===== config.mk =====
export PLATFORM = sky130hd
export DESIGN_NAME = rv_pipe_buf
export DESIGN_NICKNAME = d
export VERILOG_FILES = /design/src/rtl/rv_pipe_buf.sv
export SDC_FILE = /design/constraint.sdc
export NUM_CORES = 1
export LEC_CHECK = 0
export CAP_MARGIN = 20
export CORE_ASPECT_RATIO = 0.8
export CORE_UTILIZATION = 25
export CTS_CLUSTER_DIAMETER = 200
export CTS_CLUSTER_SIZE = 8
export DETAILED_ROUTE_END_ITERATION = 12
export GPL_TIMING_DRIVEN = 1
export PLACE_DENSITY = 0.55
export SETUP_SLACK_MARGIN = 0.02
export SKIP_CTS_REPAIR_TIMING = 1
export SYNTH_ARGS = -nofsm -noshare
export SYNTH_HDL_FRONTEND = slang
export SYNTH_SLANG_ARGS = --single-unit

===== constraint.sdc =====
create_clock -name i_pb_clk -period 2.46 [get_ports i_pb_clk]
set_input_delay 0.369 -clock i_pb_clk [delete_from_list [all_inputs] [get_ports i_pb_clk]]
set_output_delay 0.369 -clock i_pb_clk [all_outputs]
set_load 0.1 [all_outputs]

===== src/rtl/rv_pipe_buf.sv =====
// rv_pipe_buf: ready/valid pipeline buffer between ID and EX.
// DEPTH-entry register FIFO with synchronous flush (branch redirect),
// 1-cycle fill latency, full-rate streaming and no full-state bypass.
module rv_pipe_buf #(
    parameter int WIDTH      = 64,
    parameter int DEPTH      = 2,
    parameter bit FLUSH_ZERO = 1'b1
) (
    input  logic                       i_pb_clk,
    input  logic                       i_pb_rst,
    input  logic                       i_pb_flush,
    input  logic                       i_pb_valid,
    output logic                       o_pb_ready,
    input  logic [WIDTH-1:0]           i_pb_data,
    output logic                       o_pb_valid,
    input  logic                       i_pb_ready,
    output logic [WIDTH-1:0]           o_pb_data,
    output logic [$clog2(DEPTH+1)-1:0] o_pb_count
);
    localparam int PW = $clog2(DEPTH);
    localparam int CW = $clog2(DEPTH+1);

    logic [WIDTH-1:0] mem [DEPTH];
    logic [PW-1:0]    wptr;
    logic [PW-1:0]    rptr;
    logic [CW-1:0]    count;
    logic             push;
    logic             pop;
    logic             clear;

    // Ready looks only at occupancy and reset, never at downstream ready,
    // so a full buffer blocks upstream even when it drains this cycle.
    assign o_pb_ready = (count < CW'(DEPTH)) && !i_pb_rst;
    assign o_pb_valid = (count != '0);
    assign o_pb_data  = mem[rptr];
    assign o_pb_count = count;

    assign push  = i_pb_valid && o_pb_ready && !i_pb_flush;
    assign pop   = o_pb_valid && i_pb_ready && !i_pb_flush;
    assign clear = i_pb_rst || i_pb_flush;

    // Pointer and occupancy bookkeeping; reset/flush win over push/pop.
    // DEPTH is a power of two, so pointers wrap naturally.
    always_ff @(posedge i_pb_clk) begin
        if (clear) begin
            wptr  <= '0;
            rptr  <= '0;
            count <= '0;
        end else begin
            if (push) wptr <= wptr + PW'(1);
            if (pop)  rptr <= rptr + PW'(1);
            case ({push, pop})
                2'b10:   count <= count + CW'(1);
                2'b01:   count <= count - CW'(1);
                default: count <= count;
            endcase
        end
    end

    // Entry storage; optionally scrubbed on reset/flush so the head reads 0 while empty.
    always_ff @(posedge i_pb_clk) begin
        for (int i = 0; i < DEPTH; i++) begin
            if (FLUSH_ZERO && clear)
                mem[i] <= '0;
            else if (push && (wptr == PW'(i)))
                mem[i] <= i_pb_data;
        end
    end
endmodule


### Yosys cells after proc, flatten, opt, wreduce, memory -nomap -nowiden

Memories as Yosys holds them, arrays and structs flattened. A register that Yosys moved wholly into a read port is not among the register bits.
Cells that the tools add are included.

| storage, ports and cells | value |
|---|---|
| flip-flop bits (word level) | 4 |
| memory bits (writable) | 128 |
| word-level logic and storage cells | 39 |
| memories | 1 |

Memory list:

| name | words | width | rd ports | clocked after memory_dff | write ports | RTL line | source |
|---|---|---|---|---|---|---|---|
| mem | 2 | 64 | 1 | 1 | 2 | 23 | `logic [WIDTH-1:0] mem [DEPTH];` |

| operators by class | value |
|---|---|
| bitwise logic cells | 3 |
| muxes and demuxes | 13 |
| reduce and logical (&&, ||, !) cells | 12 |
| eq/ne operators | 2 |
| $add $sub $neg | 4 |
| magnitude comparators | 1 |

Operator list:

| kind | number |
|---|---|
| 64-bit 2-to-1 mux | 2 |
| 1-bit 2-to-1 mux | 10 |
| 1-bit logical AND | 7 |
| 2-bit case mux with 2 select lines | 1 |
| 2-bit nonzero test | 2 |
| 1-bit adder (second input constant) | 2 |
| 2-bit by 1-bit adder with 2-bit output (second input constant) | 1 |
| 2-bit by 1-bit == test with 1-bit output (second input constant) | 1 |
| 2-bit == test (second input constant) | 1 |
| 1-bit logical NOT | 2 |
| 2-bit less-than comparator (second input constant) | 1 |
| 1-bit OR | 2 |
| 2-bit by 1-bit subtractor with 2-bit output (second input constant) | 1 |
| 1-bit logical OR | 1 |
| 1-bit inverter | 1 |

### Longest topological paths before layout

| depth | value |
|---|---|
| word-level depth | 9 |
| gate-level depth with buffers | 6 |
| gate-level depth less buffers | 6 |

### Least setup slack after synthesis

No wires, ideal clock.

| timing | value |
|---|---|
| path type | reg-to-reg |
| start point | register count[1], in the netlist o_pb_count[1] |
| end point | register count[1], in the netlist o_pb_count[1] |
| arrival time | 3.134 ns |
| period minus slack after synthesis | 3.209 ns |
| setup slack | -0.749 ns |
| library setup time | 0.076 ns |
| cell stages (with the launch flop) | 7 |
| path buffers | 0 |
| path through | dfxtp_1 -> nor2_1 -> nand3b_1 -> ha_1 -> xnor2_1 -> or3_1 -> a21boi_0 |

| between the ends | value |
|---|---|
| longest elaborated chain between the ends | 6 |

RTL lines:

| item | RTL line | source |
|---|---|---|
| start, declared | 26 | `logic [CW-1:0] count;` |
| start signal, assigned | 53 | `2'b10: count <= count + CW'(1);` |
| start signal, assigned | 54 | `2'b01: count <= count - CW'(1);` |
| start signal, assigned | 55 | `default: count <= count;` |
| 2-bit less-than comparator * | 33 | `assign o_pb_ready = (count < CW'(DEPTH)) && !i_pb_rst;` |
| 1-bit logical AND * | 33 |  |
| named net o_pb_ready | 13 | `output logic o_pb_ready,` |
| 1-bit logical AND * (2 in series) | 38 | `assign push = i_pb_valid && o_pb_ready && !i_pb_flush;` |
| 2-bit by 1-bit == test with 1-bit output / 2-bit == test (equally long branches) | 52 | `case ({push, pop})` |
| 2-bit case mux with 2 select lines / 2-bit nonzero test (equally long branches) | - |  |

The timed path passes the listed nets; every way through them passes the cells marked *.
A chain may end at the register's enable or synchronous reset.

==> impl_metrics.yaml <==
final_layout:
  finalNonFillerCells: 834
  filler_cell_count: 2101
  multi_input_area_um2: 1720
  nets: 585
  drive_gt1_share_pct: 33.9
  area_growth_pct: 51.5
  diodes: 0
  post-route-util_pct: 38.8
  final_area_um2: 8750
  regArea_um2: 3950
logic_synthesis:
  yosys.area_share.simple_pct: 15.3
  ys_ff_latch: 133
  synth_cells: 386
  synthTopCellsByArea: "edfxtp_1, and3_1, mux2_2"
  synth_top_family_by_area: "simple AND/OR/NAND/NOR gates"
  syn_area_um2: 5780
  synth_cell_types: 21
  synth-main-ff-cell: "edfxtp_1"
  synth.area.mux_share_pct: 12.5
  yosysSeqAreaShare_pct: 68.2
  synth_adder_area_share_pct: 0.216
  ys_warn_count: 0
  synthTopCellsByCount: "and3_1, edfxtp_1, mux2_2"
  syn-mean-instance-area_um2: 15.0
  synth-xor-area-share_pct: 0.455
  yosysTopAreaCell: "edfxtp_1"
  syn-num-nets: 456
  synth-async-reset-ratio_pct: 0
  synth_compound_area_share_pct: 0.520
  synth_edf_count: 128
  synth_top_area_share_pct: 66.5
critical_path:
  timing_worst_setup_path_type: "register to output port"
  critPathSlowestCell: "mux2_2"
  startpoint_type: "register"
  required_ns: 2.09
  path_delay_family: "buffers and inverters"
  worst-path-max-fanout: 27
  r2r_start: "o_pb_count[1]$_SDFFE_PP0P_"
  reg2regPathDepth: 5
  crit_cells: 3
  end_kind: "output port"
  critPathArrivalTime_ns: 1.75
  crit_chain: "buf_4 > mux2_2 > buf_12"
  rr_endpoint: "o_pb_count[1]$_SDFFE_PP0P_"
  cp_num_buf_inv: 2
  crit_path_max_incr_delay_ns: 0.43
  r2r_setup_slack_ns: 0.71
clock_tree:
  clockRootBuffer: "clkbuf_16"
  clockBufferDepth: 2
  clk_latency_ns: 0.41
  h-tree-depth: 4
  numCtsBuffers: 17
  cts_tree: "done"
  path_clk_slew_ns: 0.05
  clock-sinks: 133
hold_path:
  min_to: "wptr$_SDFFE_PP0N_"
  holdPathStages: 2
  hold_path_class: "register to register"
  holdCritStartpoint: "wptr$_SDFFE_PP0N_"
global_routing:
  grt_pass1_wl_mm: 20.5
  antenna_found_initial: 0
  grt_max_degree: 129
  grt_pass1_vias: 3868
  grt_usage_pct: 11.7
  gr-total-overflow: 0
job:
  timing.max_cap.violations: 0
sta:
  finClkSkew_ns: 0.00796
  worst_slew_pin_slew_ns: 0.481
  finalHoldViolCount: 0
  final_max_slew_viol_count: 0
  slew_headroom_pct: 67.8
  rsz0062_at_grt: "no"
  setup_tns_ns: 0
  max_freq_mhz: 473
  hold_ws_ns: 0.561
  finalSetupViolCount: 0
  period_share_pct: 86.0
  min_period_ns: 2.11
floorplan:
  die_x_um: 172
  ios: 137
  rows: 49
  start_util_pct: 25.6
  die_area_um2: 23700
  coreArea_um2: 22600
  die_h_um: 138
outcome:
  outcome: "completed"
power:
  cellLeakagePower_uw: 0.00381
  p_int_uw: 4600
  comb_power_share_pct: 18.8
  switching_share_pct: 26.5
  ir_worst_vdd_v: 0.000320
  power_density_nw_per_um2: 715
  pwr-share-seq_pct: 42.0
  pwr-share-clk_pct: 39.2
  p_sw_uw: 1660
route:
  wl_per_cell_um: 15.9
  vias: 3625
  vias_per_cell: 4.35
  ant_nets: 0
  first_iter_violations: 188
  drcViolationCount: 0
  wl_mm: 13.2
  dr.pass1.iters: 4
placed_design:
  placed_cells: 802
  place_area_um2: 8170
  portBuffers: 136
  place.gp.congestion: 0.750
  hpwl_mm: 8.22
power by group through the flow:
stage                     combinational, uW  sequential [uW]  clock, uW
after floorplan                         676             2670          0
after global placement                 1180             2670          0
after detailed placement               1190             2680          0
after CTS                              1190             2630       2530
after global routing                   1220             2640       2610
final                                  1180             2630       2460
metrics by stage:
| step | setup WS, ns | total power (uW) |
|---|---|---|
| 3_5_place_dp | 0.247 | 3860 |
| 5_1_grt | 0.261 | 6470 |
| 3_3_place_gp | 0.351 | 3850 |
| 2_1_floorplan | 0.256 | 3350 |
| 4_1_cts | 0.312 | 6340 |
| 6_report | 0.346 | 6260 |
per-layer routing:
metal / vias to the layer above / GRT usage [%] / wire length (um)
li1: 1733 / - / -
met1: 1787 / 14.5 / 5890
met2: 94 / 18.9 / 6480
met3: 11 / 3.45 / 696
met4: 0 / 5.11 / 167
met5: - / 0 / 0
flip-flops by register name, indices dropped and copies added (netlist names), named ones only:
name	count
o_pb_count	2
wptr	1
mem	128
rptr	1
kinds of logic after synthesis:
group / Yosys count
compound gates: 5
xor+xnor: 3
fa+ha+maj: 1
buf+inv: 36
flops: 133
mux: 64
simple gates: 144
worst max path at each step:
stage          slack, ns                  startpoint                          to
3_5_place_dp        0.25                    i_pb_rst  o_pb_count[1]$_SDFFE_PP0P_
5_1_grt             0.26                    register                o_pb_data[0]
2_1_floorplan       0.26  o_pb_count[0]$_SDFFE_PP0P_  o_pb_count[1]$_SDFFE_PP0P_
6_report            0.35                    register                o_pb_data[0]
4_1_cts             0.31                    register                o_pb_data[0]
3_3_place_gp        0.35                    i_pb_rst  o_pb_count[1]$_SDFFE_PP0P_
tightest hold or removal path: cells and delay by family (launching register included):
kind	cells	cell delay [ns]
DFF	1	0.34
AOI/OAI and AO/OA	2	0.17
cell type report:
| class | count | area share [%] |
|---|---|---|
| Sequential cell | 133 | 45.1 |
| Tap cell | 306 | 4.37 |
| Inverter | 1 | 0.0429 |
| Clock buffer | 23 | 5.46 |
| Timing Repair Buffer | 145 | 24.2 |
| Clock inverter | 9 | 1.17 |
| Multi-Input combinational cell | 217 | 19.6 |
placed cells by master, fill, tap and decap left out:
| cell | synthesis | final |
|---|---|---|
| dfxtp_2 | 0 | 1 |
| dfxtp_4 | 0 | 1 |
| clkinvlp_4 | 0 | 3 |
| xor2_1 | 2 | 2 |
| nand2_4 | 0 | 2 |
| nor3_4 | 0 | 1 |
| nand2_1 | 4 | 2 |
| nor2b_4 | 0 | 1 |
| or3_1 | 1 | 1 |
| clkinv_2 | 0 | 4 |
| clkbuf_8 | 0 | 3 |
| nor2_1 | 4 | 2 |
| o21ai_0 | 3 | 3 |
| edfxtp_1 | 128 | 128 |
| xnor2_1 | 1 | 1 |
| clkdlybuf4s50_1 | 0 | 68 |
| clkbuf_16 | 0 | 17 |
| and3_1 | 128 | 128 |
| dfxtp_1 | 5 | 3 |
| a21boi_0 | 2 | 2 |
| bufinv_16 | 0 | 2 |
| inv_1 | 1 | 1 |
| clkbuf_1 | 12 | 3 |
| mux2_2 | 64 | 64 |
| nor2_4 | 0 | 2 |
| nor3_1 | 3 | 3 |
| nand3b_1 | 1 | 1 |
| ha_1 | 1 | 1 |
| or2_2 | 1 | 1 |
| buf_4 | 0 | 8 |
| buf_12 | 0 | 69 |
No activity file was read; power rests on OpenSTA's default activity.
